**config.mk**
```make
export PLATFORM = sky130hd
export DESIGN_NAME = ks_note_sequencer_flat
export DESIGN_NICKNAME = d
export VERILOG_FILES = /design/src/rtl/ks_note_sequencer_pkg.sv /design/src/rtl/ks_note_sequencer_if.sv /design/src/rtl/ks_note_sequencer_lut.sv /design/src/rtl/ks_note_sequencer.sv /design/src/flat_wrapper.sv
export SDC_FILE = /design/constraint.sdc
export NUM_CORES = 1
export LEC_CHECK = 0
export CAP_MARGIN = 15
export CORE_AREA = 2 2 104 106
export DETAILED_ROUTE_END_ITERATION = 8
export DIE_AREA = 0 0 106 108
export DONT_BUFFER_PORTS = 1
export SLEW_MARGIN = 40
export SYNTH_ARGS = -nofsm -noshare
export SYNTH_HDL_FRONTEND = slang
export SYNTH_SLANG_ARGS = --single-unit
```
**constraint.sdc**
```tcl
create_clock -name clk -period 2.9 [get_ports clk]
set_clock_uncertainty 0.05 [all_clocks]
set_input_delay 0.435 -clock clk [delete_from_list [all_inputs] [get_ports clk]]
set_output_delay 0.435 -clock clk [all_outputs]
set_load 0.02 [all_outputs]
```
**src/rtl/ks_note_sequencer_pkg.sv**
```systemverilog
// Shared widths, note-table anchor and FSM state encoding for the Karplus-Strong note sequencer.
package ks_note_sequencer_pkg;
  localparam int KS_LEN_W  = 11;
  localparam int KS_DATA_W = 24;
  localparam int KS_NOTE_W = 7;
  // Lowest note whose delay-line length still fits KS_LEN_W at 48 kHz.
  localparam int BASE_NOTE = 19;

  typedef enum logic [1:0] {
    ST_IDLE  = 2'd0,
    ST_START = 2'd1,
    ST_WAIT  = 2'd2,
    ST_OUT   = 2'd3
  } ks_state_e;
endpackage

```
**src/rtl/ks_note_sequencer_if.sv**
```systemverilog
// Sequencer <-> Karplus-Strong engine handshake: start/newnote/length out, sample back.
interface ks_note_sequencer_if;
  import ks_note_sequencer_pkg::*;

  logic                        ks_start;
  logic                        ks_newnote;
  logic [KS_LEN_W-1:0]         ks_length;
  logic signed [KS_DATA_W-1:0] ks_dout;
  logic                        ks_dout_valid;

  modport master (output ks_start, ks_newnote, ks_length, input ks_dout, ks_dout_valid);
  modport slave  (input ks_start, ks_newnote, ks_length, output ks_dout, ks_dout_valid);
endinterface

```
**src/rtl/ks_note_sequencer_lut.sv**
```systemverilog
// Note number -> delay-line length, floor(48000 / f(note)); 0 below MIN_NOTE.
module ks_note_lut
  import ks_note_sequencer_pkg::*;
#(
  parameter int unsigned MIN_NOTE = 19
) (
  input  logic [KS_NOTE_W-1:0] note_num,
  output logic [KS_LEN_W-1:0]  length
);

  logic [KS_NOTE_W-1:0] rel;
  logic [KS_NOTE_W-1:0] oct;
  logic [KS_NOTE_W-1:0] idx;
  logic [KS_LEN_W-1:0]  base;

  // One octave of exact lengths; floor(x / 2^k) == floor(x) >> k keeps higher octaves exact.
  always_comb begin
    rel  = note_num - KS_NOTE_W'(BASE_NOTE);
    oct  = rel / KS_NOTE_W'(12);
    idx  = rel - oct * KS_NOTE_W'(12);
    base = '0;
    case (idx)
      7'd0:    base = 11'd1959;
      7'd1:    base = 11'd1849;
      7'd2:    base = 11'd1745;
      7'd3:    base = 11'd1647;
      7'd4:    base = 11'd1555;
      7'd5:    base = 11'd1467;
      7'd6:    base = 11'd1385;
      7'd7:    base = 11'd1307;
      7'd8:    base = 11'd1234;
      7'd9:    base = 11'd1164;
      7'd10:   base = 11'd1099;
      7'd11:   base = 11'd1037;
      default: base = '0;
    endcase
    length = '0;
    if (note_num >= KS_NOTE_W'(MIN_NOTE)) length = base >> oct;
  end

endmodule

```
**src/rtl/ks_note_sequencer.sv**
```systemverilog
// Drives one Karplus-Strong engine from note events and the I2S sample tick.
// Optional KS_SEQ_VELOCITY_EN adds a velocity input and one scaling stage on the output sample.
module ks_note_sequencer
  import ks_note_sequencer_pkg::*;
#(
  parameter int unsigned SUSTAIN_SAMPLES = 48000,
  parameter int unsigned TIMEOUT_CYC     = 4095,
  parameter int unsigned MIN_NOTE        = 19
) (
  input  logic                        clk,
  input  logic                        rst,
  input  logic                        sample_tick,
  input  logic                        note_on,
  input  logic                        note_off,
  input  logic [KS_NOTE_W-1:0]        note_num,
`ifdef KS_SEQ_VELOCITY_EN
  input  logic [KS_NOTE_W-1:0]        velocity,
`endif
  ks_note_sequencer_if.master         ks,
  output logic signed [KS_DATA_W-1:0] sample_out,
  output logic                        sample_valid,
  output logic                        active,
  output logic                        overrun,
  output logic                        timeout
);

  localparam int SUS_W = $clog2(SUSTAIN_SAMPLES + 2);
  localparam int TMO_W = $clog2(TIMEOUT_CYC + 1);

  ks_state_e                   state_q, state_d;
  logic [KS_LEN_W-1:0]         len_q, len_d, nlen_q, nlen_d, lut_len;
  logic                        pend_new_q, pend_new_d, active_q, active_d, rel_q, rel_d;
  logic [SUS_W-1:0]            sus_q, sus_d;
  logic [TMO_W-1:0]            tmo_q, tmo_d;
  logic signed [KS_DATA_W-1:0] sample_out_q, sample_out_d;
  logic                        sample_valid_q, sample_valid_d;
  logic                        overrun_q, overrun_d, timeout_q, timeout_d;
  logic                        note_ok, rel_now;

  ks_note_lut #(.MIN_NOTE(MIN_NOTE)) u_lut (.note_num(note_num), .length(lut_len));

  assign note_ok = note_on && (note_num >= KS_NOTE_W'(MIN_NOTE));

`ifdef KS_SEQ_VELOCITY_EN
  logic signed [KS_DATA_W-1:0] cap_q, cap_d;
  logic [KS_NOTE_W-1:0]        vel_q, vel_d;

  function automatic logic signed [KS_DATA_W-1:0] vel_scale(input logic signed [KS_DATA_W-1:0] d,
                                                           input logic [KS_NOTE_W-1:0] v);
    logic signed [31:0] prod;
    logic signed [31:0] shr;
    prod = 32'(d) * 32'($signed({1'b0, v}));
    shr  = prod >>> 7;
    return shr[KS_DATA_W-1:0];
  endfunction

  always_ff @(posedge clk) begin
    cap_q <= cap_d;
    vel_q <= vel_d;
  end
`endif

  always_comb begin
    state_d        = state_q;
    nlen_d         = nlen_q;
    len_d          = len_q;
    pend_new_d     = pend_new_q;
    active_d       = active_q;
    sus_d          = sus_q;
    tmo_d          = tmo_q;
    sample_out_d   = '0;
    sample_valid_d = 1'b0;
    timeout_d      = timeout_q;
    overrun_d      = overrun_q | (sample_tick & (state_q != ST_IDLE));
`ifdef KS_SEQ_VELOCITY_EN
    cap_d          = cap_q;
    vel_d          = vel_q;
`endif
    case (state_q)
      ST_IDLE: begin
        if (sample_tick) begin
          if (active_q) state_d = ST_START;
          else          sample_valid_d = 1'b1;
        end
      end
      ST_START: begin
        pend_new_d = 1'b0;
        tmo_d      = '0;
        state_d    = ST_WAIT;
      end
      ST_WAIT: begin
        if (ks.ks_dout_valid) begin
`ifdef KS_SEQ_VELOCITY_EN
          cap_d          = ks.ks_dout;
`else
          sample_valid_d = 1'b1;
          sample_out_d   = ks.ks_dout;
`endif
          state_d = ST_OUT;
        end else if (tmo_q == TMO_W'(TIMEOUT_CYC - 1)) begin
          timeout_d      = 1'b1;
          sample_valid_d = 1'b1;
          state_d        = ST_IDLE;
        end else begin
          tmo_d = tmo_q + 1'b1;
        end
      end
      ST_OUT: begin
`ifdef KS_SEQ_VELOCITY_EN
        sample_valid_d = 1'b1;
        sample_out_d   = vel_scale(cap_q, vel_q);
`endif
        sus_d   = sus_q + 1'b1;
        if ((SUSTAIN_SAMPLES != 0) && (sus_d == SUS_W'(SUSTAIN_SAMPLES))) active_d = 1'b0;
        state_d = ST_IDLE;
      end
      default: state_d = ST_IDLE;
    endcase

    // A release waits for the in-flight sample; a same-cycle note-on overrides it.
    rel_now = rel_q | note_off;
    rel_d   = rel_now;
    if (rel_now && (state_d == ST_IDLE)) begin
      active_d = 1'b0;
      rel_d    = 1'b0;
    end
    if (note_ok) begin
      nlen_d     = lut_len;
      pend_new_d = 1'b1;
      active_d   = 1'b1;
      rel_d      = 1'b0;
      sus_d      = '0;
`ifdef KS_SEQ_VELOCITY_EN
      vel_d      = velocity;
`endif
    end
    if ((state_q == ST_IDLE) || (state_d == ST_IDLE)) len_d = nlen_d;
  end

  always_ff @(posedge clk or posedge rst) begin
    if (rst) begin
      state_q        <= ST_IDLE;
      len_q          <= '0;
      nlen_q         <= '0;
      pend_new_q     <= 1'b0;
      active_q       <= 1'b0;
      rel_q          <= 1'b0;
      sus_q          <= '0;
      tmo_q          <= '0;
      sample_out_q   <= '0;
      sample_valid_q <= 1'b0;
      overrun_q      <= 1'b0;
      timeout_q      <= 1'b0;
    end else begin
      state_q        <= state_d;
      len_q          <= len_d;
      nlen_q         <= nlen_d;
      pend_new_q     <= pend_new_d;
      active_q       <= active_d;
      rel_q          <= rel_d;
      sus_q          <= sus_d;
      tmo_q          <= tmo_d;
      sample_out_q   <= sample_out_d;
      sample_valid_q <= sample_valid_d;
      overrun_q      <= overrun_d;
      timeout_q      <= timeout_d;
    end
  end

  assign ks.ks_start   = (state_q == ST_START);
  assign ks.ks_newnote = (state_q == ST_START) && pend_new_q;
  assign ks.ks_length  = len_q;
  assign sample_out    = sample_out_q;
  assign sample_valid  = sample_valid_q;
  assign active        = active_q;
  assign overrun       = overrun_q;
  assign timeout       = timeout_q;

endmodule
```
**src/flat_wrapper.sv**
```systemverilog
// flat-port wrapper written by rule: the top's interface ports become plain ports
module ks_note_sequencer_flat import ks_note_sequencer_pkg::*;
#(
  parameter int unsigned SUSTAIN_SAMPLES = 48000,
  parameter int unsigned TIMEOUT_CYC     = 4095,
  parameter int unsigned MIN_NOTE        = 19
)
  (clk, rst, sample_tick, note_on, note_off, note_num, sample_out, sample_valid, active, overrun, timeout, ks_ks_start, ks_ks_newnote, ks_ks_length, ks_ks_dout, ks_ks_dout_valid);
  ks_note_sequencer_if ks_i ();
  input  logic clk;
  input  logic rst;
  input  logic sample_tick;
  input  logic note_on;
  input  logic note_off;
  input  logic [KS_NOTE_W-1:0] note_num;
  output logic signed [KS_DATA_W-1:0] sample_out;
  output logic sample_valid;
  output logic active;
  output logic overrun;
  output logic timeout;
  output wire logic [$bits(ks_i.ks_start)-1:0] ks_ks_start;
  output wire logic [$bits(ks_i.ks_newnote)-1:0] ks_ks_newnote;
  output wire logic [$bits(ks_i.ks_length)-1:0] ks_ks_length;
  input wire logic [$bits(ks_i.ks_dout)-1:0] ks_ks_dout;
  input wire logic [$bits(ks_i.ks_dout_valid)-1:0] ks_ks_dout_valid;
  assign ks_ks_start = ks_i.ks_start;
  assign ks_ks_newnote = ks_i.ks_newnote;
  assign ks_ks_length = ks_i.ks_length;
  assign ks_i.ks_dout = ks_ks_dout;
  assign ks_i.ks_dout_valid = ks_ks_dout_valid;
  ks_note_sequencer #(.SUSTAIN_SAMPLES(SUSTAIN_SAMPLES), .TIMEOUT_CYC(TIMEOUT_CYC), .MIN_NOTE(MIN_NOTE)) u_core (.clk(clk), .rst(rst), .sample_tick(sample_tick), .note_on(note_on), .note_off(note_off), .note_num(note_num), .ks(ks_i), .sample_out(sample_out), .sample_valid(sample_valid), .active(active), .overrun(overrun), .timeout(timeout));
endmodule
```
## After elaboration in Yosys (flattened, before gate mapping)

Memory sizes are Yosys's and may differ from the RTL's.
Cells that the tools add are included.

| operators by class | value |
|---|---|
| reduce and logical (&&, ||, !) cells | 16 |
| shift operators | 1 |
| add/sub/neg operators | 4 |
| magnitude comparators | 1 |
| bitwise logic cells | 4 |
| mux-type cells | 28 |
| eq/ne operators | 7 |
| multiply operators | 1 |
| div/mod/pow operators | 1 |

Operators by type and width:

| kind | number |
|---|---|
| two-way mux 24 bit | 2 |
| two-way mux 11 bit | 3 |
| two-way mux 16 bit | 2 |
| two-way mux 12 bit | 2 |
| case mux 12 bit (2 select lines) | 1 |
| adder 16 x 1 -> 16 bit (second input constant) | 1 |
| equality test 16 bit (second input constant) | 1 |
| adder 12 x 1 -> 12 bit (second input constant) | 1 |
| equality test 12 bit (second input constant) | 1 |
| two-way mux 1 bit | 12 |
| right shift 11 x 7 -> 11 bit | 1 |
| two-way mux 2 bit | 4 |
| case mux 2 bit (4 select lines) | 1 |
| nonzero test 2 bit | 4 |
| divider 7 x 4 -> 7 bit (second input constant) | 1 |
| greater-or-equal comparator 7 x 5 -> 1 bit (second input constant) | 1 |
| multiplier 7 x 2 -> 5 bit (second input constant) | 1 |
| subtractor 7 x 5 -> 7 bit (second input constant) | 1 |
| subtractor 7 bit | 1 |
| AND reduction 3 bit | 2 |
| nonzero test 3 bit | 2 |
| equality test 2 bit (second input constant) | 2 |
| zero test 2 bit | 2 |
| inequality test 2 bit (second input constant) | 2 |
| other kinds (9) | 12 |

| storage, ports and cells | value |
|---|---|
| bits in writable memories | 0 |
| register bits | 82 |
| bits of input ports | 37 |
| word-level logic and storage cells | 76 |
| bits in latches | 0 |
| memories kept | 1 |
| memory bits (read-only) | 176 |

Memory list:

| name | words | bits a word | read ports | clocked after memory_dff | wr ports | line | RTL |
|---|---|---|---|---|---|---|---|
| (no name shown) | 16 | 11 | 1 | 0 | 0 | ks_note_sequencer_lut.sv:22 | `case (idx)` |

## Logic depth before layout (Yosys ltp)

| depth | value |
|---|---|
| depth in word-level cells | 9 |
| mapped depth | 21 |

## By module

Synthesis repeated with hierarchy kept, for this count alone.

| unflattened totals | value |
|---|---|
| cell total of the unflattened synthesis | 557 |
| area total of the unflattened synthesis | 5396.4 um^2 |

By module, submodules not included:

| module | instances | cells each | area each (um^2) |
|---|---|---|---|
| ks_note_sequencer | 1 | 338 | 3741.1 |
| ks_note_lut | 1 | 219 | 1655.3 |

## Least setup slack after synthesis

OpenSTA, ideal clock, no wires.

| timing | value |
|---|---|
| kind | in2reg |
| start | input note_num[0] |
| end | register u_core.len_q[0], in the netlist u_core.ks.ks_length[0] |
| path buffers | 2 |
| arrival time | 4483 ps |
| cell stages on the path | 21 |
| setup time | 128 ps |
| slack | -1761 ps |
| cells stage by stage | ha_1 > buf_2 > and2_1 > a22oi_2 > nor2_1 > o31ai_4 > nand2_4 > buf_6 > ha_1 > fa_1 > inv_1 > ha_1 > a21o_1 > a21oi_1 > xor2_1 > xnor2_1 > nand2_1 > nor2_2 > a221oi_2 > o31ai_2 > mux2_1 |

| on the way | value |
|---|---|
| longest elaborated chain between the ends | 9 |

RTL lines:

| item | line | RTL |
|---|---|---|
| start, declared | flat_wrapper.sv:15 | `input logic [KS_NOTE_W-1:0] note_num;` |
| subtractor 7 x 5 -> 7 bit | ks_note_sequencer_lut.sv:18 | `rel = note_num - KS_NOTE_W'(BASE_NOTE);` |
| divider 7 x 4 -> 7 bit | ks_note_sequencer_lut.sv:19 | `oct = rel / KS_NOTE_W'(12);` |
| multiplier 7 x 2 -> 5 bit | ks_note_sequencer_lut.sv:20 | `idx = rel - oct * KS_NOTE_W'(12);` |
| subtractor 7 bit | ks_note_sequencer_lut.sv:20 |  |
| memory read (16 x 11 bit) or zero test 3 bit (tied branches) | - |  |
| two-way mux 11 bit | ks_note_sequencer_lut.sv:22 |  |
| right shift 11 x 7 -> 11 bit | ks_note_sequencer_lut.sv:38 | `if (note_num >= KS_NOTE_W'(MIN_NOTE)) length = base >> oct;` |
| two-way mux 11 bit | ks_note_sequencer_lut.sv:38 |  |
| two-way mux 11 bit (*) | ks_note_sequencer.sv:127 | `if (note_ok) begin` |
| named net u_core.nlen_d[0] | ks_note_sequencer.sv:31 | `logic [KS_LEN_W-1:0] len_q, len_d, nlen_q, nlen_d, lut_len;` |
| end signal, assigned | ks_note_sequencer.sv:156 | `len_q <= len_d;` |
| end, declared | ks_note_sequencer.sv:31 |  |

The timed path passes the listed nets; every way through them passes the cells marked *.
A chain may end at the register's enable or synchronous reset.

## Worst setup path in the final report

| timing | value |
|---|---|
| start | input note_num[1] |
| end | register u_core.len_q[0], in the netlist u_core.ks.ks_length[0] |

The elaborated chain is that of the path after synthesis.

==> Flow_metrics.wiki <==
{| class="wikitable"
! Metric !! Value
|-
| Layout Area Growth over Synthesis || 19.48%
|-
| Launching element of the worst setup path || note_num[1]
|-
| Number of fill cells in the layout || 906
|-
| Number of design rule violations left after detail routing || 0
|-
| Overall Power || 4.439 mW
|-
| Count of routing violations after the opening detailed-route iteration || 165
|-
| Register-to-register setup slack || 580 ps
|-
| Number of hold-slack violations in the final timing report || 0
|-
| Initial core utilization || 49.35%
|-
| Compound-gate portion of the synthesized area || 16.60%
|-
| Number of global-route vias before repair || 4083
|-
| Main area contributors after synthesis || dfrtp_1 (41%), and3_1 (4.1%), ha_1 (3.7%), nor2_1 (3.6%), nand2_1 (3.2%)
|-
| Routed length per instance || 16.38 um
|-
| Number of register bits inferred by synthesis || 82
|-
| Max Fanout on Critical Path || 8
|-
| Die Width || 106 um
|-
| Violated checks || setup timing
|-
| Switching pwr || 1.803 mW
|-
| GRT Total Usage || 21.53%
|-
| Type of the worst setup path || in2reg
|-
| Combinational Power Share || 43.6%
|-
| Die area || 0.01145 mm2
|-
| Post-route fraction of the period consumed by the critical path || 134.1%
|-
| Type of the most critical hold path || in2reg
|-
| Most frequently used flop master after synthesis || dfrtp_1
|-
| Total number of vias || 4087
|-
| Initial antenna violation count || 0
|-
| Number of standard-cell rows in the floorplan || 37
|-
| Clk slew on worst S/H paths || 100 ps
|-
| Data required time at the worst endpoint || 3140 ps
|-
| Area share of and/or/nand/nor cells after synthesis || 21.41%
|-
| Number of H-tree levels || 3
|-
| Slew margin rel. || 58.29%
|-
| Cell-internal power || 2.636 mW
|-
| Part of the total power dissipated in sequential elements || 37.0%
|-
| Total number of yosys warnings || 0
|-
| Core region area || 0.01023 mm2
|-
| Cell area power density || 735.9 mW/mm2
|-
| Syn Inst Count || 530
|-
| Number of distinct library cells after synthesis || 80
|-
| Area of combinational cells with multiple inputs || 0.002963 mm2
|-
| Post-Syn Nets || 584
|-
| Least setup slack across all paths after layout || -987.5 ps
|-
| Count of clock tree sinks || 82
|-
| Post-layout instance area || 0.006032 mm2
|-
| Hold path endpoint || u_core.sample_out[0]
|-
| Lkg Pwr || 2.792 nW
|-
| Sw Share || 40.62%
|-
| Achievable frequency || 0.2572 GHz
|-
| Worst-skew pair later-pin latency || 350 ps
|-
| Buffers from clock root to sink, at most || 2
|-
| Worst hold path stage count || 1
|-
| Area share of the largest cell type after synthesis || 40.64%
|-
| Antenna viol nets, final || 0
|-
| Root Buffer || clkbuf_8
|-
| Final Wtd Congestion || 0.8579
|-
| Detailed Place HPWL || 8.602 mm
|-
| Setup Slack @ Placement || -1433 ps
|-
| Max-cap violations || 0
|-
| Die Height || 108 um
|-
| Maximum number of pins on one net before global-route repair || 47
|-
| Destination of the worst register-to-register timing path || u_core.tmo_q[10]
|-
| Final-stage net count || 638
|-
| Xor/xnor share of the synthesized area || 6.047%
|-
| Mux contribution to synthesized area || 6.047%
|-
| Vias per cell || 5.637
|-
| Post-synth EDFFs || 0
|-
| Setup repair after global routing missed its margin || yes
|-
| Ant diodes || 0
|-
| CTS tree || done
|-
| Main combinational cell family by area after synthesis || simple AND/OR/NAND/NOR gates
|-
| Portion of the post-synthesis area used by sequential elements || 40.64%
|-
| Fraction of registers with async set or reset after synthesis || 100.0%
|-
| Synthesized area per cell || 9.526 um2
|-
| Number of buffers added on ports || 0
|-
| FF/Latch Area || 0.002052 mm2
|-
| Global-route wire length before repair || 19.97 mm
|-
| Count of final setup violators || 22
|-
| Critical path data arrival time || 4130 ps
|-
| Total clock buffers created by CTS || 9
|-
| Outcome || complete, but fails checks
|-
| Fraction of layout cells with a size suffix above 1 || 26.32%
|-
| I/O pin count || 78
|-
| Post-Route WL || 11.88 mm
|-
| Clock group share of total power || 19.4%
|-
| Final critical path time including I/O delays and setup || 3888 ps
|-
| Library cell occupying the most area in the post-synthesis netlist || dfrtp_1
|-
| Transition time at the pin with the least slew margin || 625.0 ps
|-
| Number of detailed-routing iterations run before antenna repair || 4
|-
| Kind of end point of the critical path || register
|-
| Sum of overflow across all layers after global routing || 0
|-
| Startpoint kind of the worst setup timing path || input pin
|-
| Synth Area in Adders || 4.511%
|-
| Placement-stage cell area || 0.005599 mm2
|-
| Critical R2R Launch || u_core.tmo_q[5]
|-
| Reg2reg path depth || 10
|-
| Pins over their slew limit || 0
|-
| Startpoint of the tightest hold check path || ks_ks_dout_valid
|-
| Peak supply drop || 348.7 uV
|-
| Synth Cell Area || 0.005049 mm2
|}
layout by cell type, fill, tap and decap left out, drive strengths merged, types with 5 or more instances in the layout:
cell type,instances
a21o,5
or3,7
a31oi,6
and2,7
and3,33
ha,15
dfrtp,82
xnor2,16
o21ai,28
mux2i,12
buf,70
o31ai,7
nand3,27
a21oi,23
nand4,7
mux2,15
nor2,51
inv,25
nand2,45
nor4,5
clkbuf,10
xor2,18
nor3,11
cell usage after synthesis (all sizes together), types with 4 or more instances:
library cell,number
dfrtp,82
nor2,51
nand2,45
and3,33
o21ai,28
nand3,27
a21oi,23
inv,23
xor2,18
clkbuf,16
xnor2,16
ha,15
mux2,15
buf,12
mux2i,12
nor3,11
and2,7
nand4,7
o31ai,7
or3,7
a31oi,6
a21o,5
nor4,5
a32oi,4
nand2b,4
through the flow:
stage	setup TNS [ps]	instances	hold slack (ps)	util (%)
5_1_grt	-23010	725	159.5	58.96
2_1_floorplan	-28080	530	388.7	-
4_1_cts	-19090	722	168.1	58.13
3_5_place_dp	-28810	698	367.3	54.73
6_report	-18900	725	183.4	58.96
3_3_place_gp	-27050	698	357.2	54.73
metal layers:
metal	vias to the layer above	track usage (%)	routed length, um
li1	1998	-	-
met1	2008	28.51	5395
met2	67	36.68	5964
met3	14	3.496	327
met4	0	6.203	191
met5	-	0	0
cells by family after synthesis:
family,Yosys count
AND/OR/NAND/NOR,208
adder cells (fa/ha/maj),17
AO/OA/AOI/OAI,111
buffers and inverters,51
XOR/XNOR,34
flip-flops,82
multiplexers,27
critical path, cell delays in order:
cell and delay [ps]:
ha_4 180, nor4_4 50, or3_4 410, nor4bb_4 170
o22ai_2 230, nand2_4 90, ha_4 170, fa_1 490
inv_2 50, ha_4 210, a21o_1 190, a21oi_2 180
xor2_2 190, xnor2_2 170, nand2_4 130, nor2_4 230
a221oi_2 100, o31ai_2 270, mux2_4 190
power by group through the flow:
stage          sequential (mW)  combinational, mW  clock (mW)
5_1_grt                   1.67               2.15       0.925
3_5_place_dp              1.67               1.77           0
6_report                  1.64               1.94       0.860
3_3_place_gp              1.66               1.76           0
2_1_floorplan             1.59               1.26           0
4_1_cts                   1.65               1.85       0.883
sequential cells by signal, indices dropped and copies added (netlist names):
| signal | flops |
|---|---|
| u_core.sus_q | 16 |
| u_core.rel_q | 1 |
| u_core.nlen_q | 11 |
| u_core.timeout | 1 |
| u_core.active | 1 |
| u_core.overrun | 1 |
| u_core.state_q | 2 |
| u_core.tmo_q | 12 |
| u_core.sample_out | 24 |
| u_core.ks.ks_length | 11 |
| u_core.pend_new_q | 1 |
| u_core.sample_valid | 1 |
how the worst max path moves through the flow:
stage                             endpoint  cells after the start
floorplan           u_core.ks.ks_length[0]                     21
global placement    u_core.ks.ks_length[4]                     16
detailed placement  u_core.ks.ks_length[6]                     19
CTS                 u_core.ks.ks_length[1]                     19
global route        u_core.ks.ks_length[1]                     20
finish              u_core.ks.ks_length[0]                     19
timing repair:
action,CTS,global route
resized for setup,17,11
setup endpoints to repair,22,22
setup buffers,8,3
hold endpoints to repair,35,0
pin swaps,26,6
hold buffers,1,0
cell type report:
| type | instances | share of cell area, % |
|---|---|---|
| clock buffer | 10 | 2.116 |
| clock inverter | 6 | 1.224 |
| inverter | 23 | 1.493 |
| multi-input combinational | 397 | 49.12 |
| sequential | 82 | 34.02 |
| tap | 136 | 2.821 |
| timing repair buffer | 71 | 9.210 |
Power figures use the tool's default switching activity.
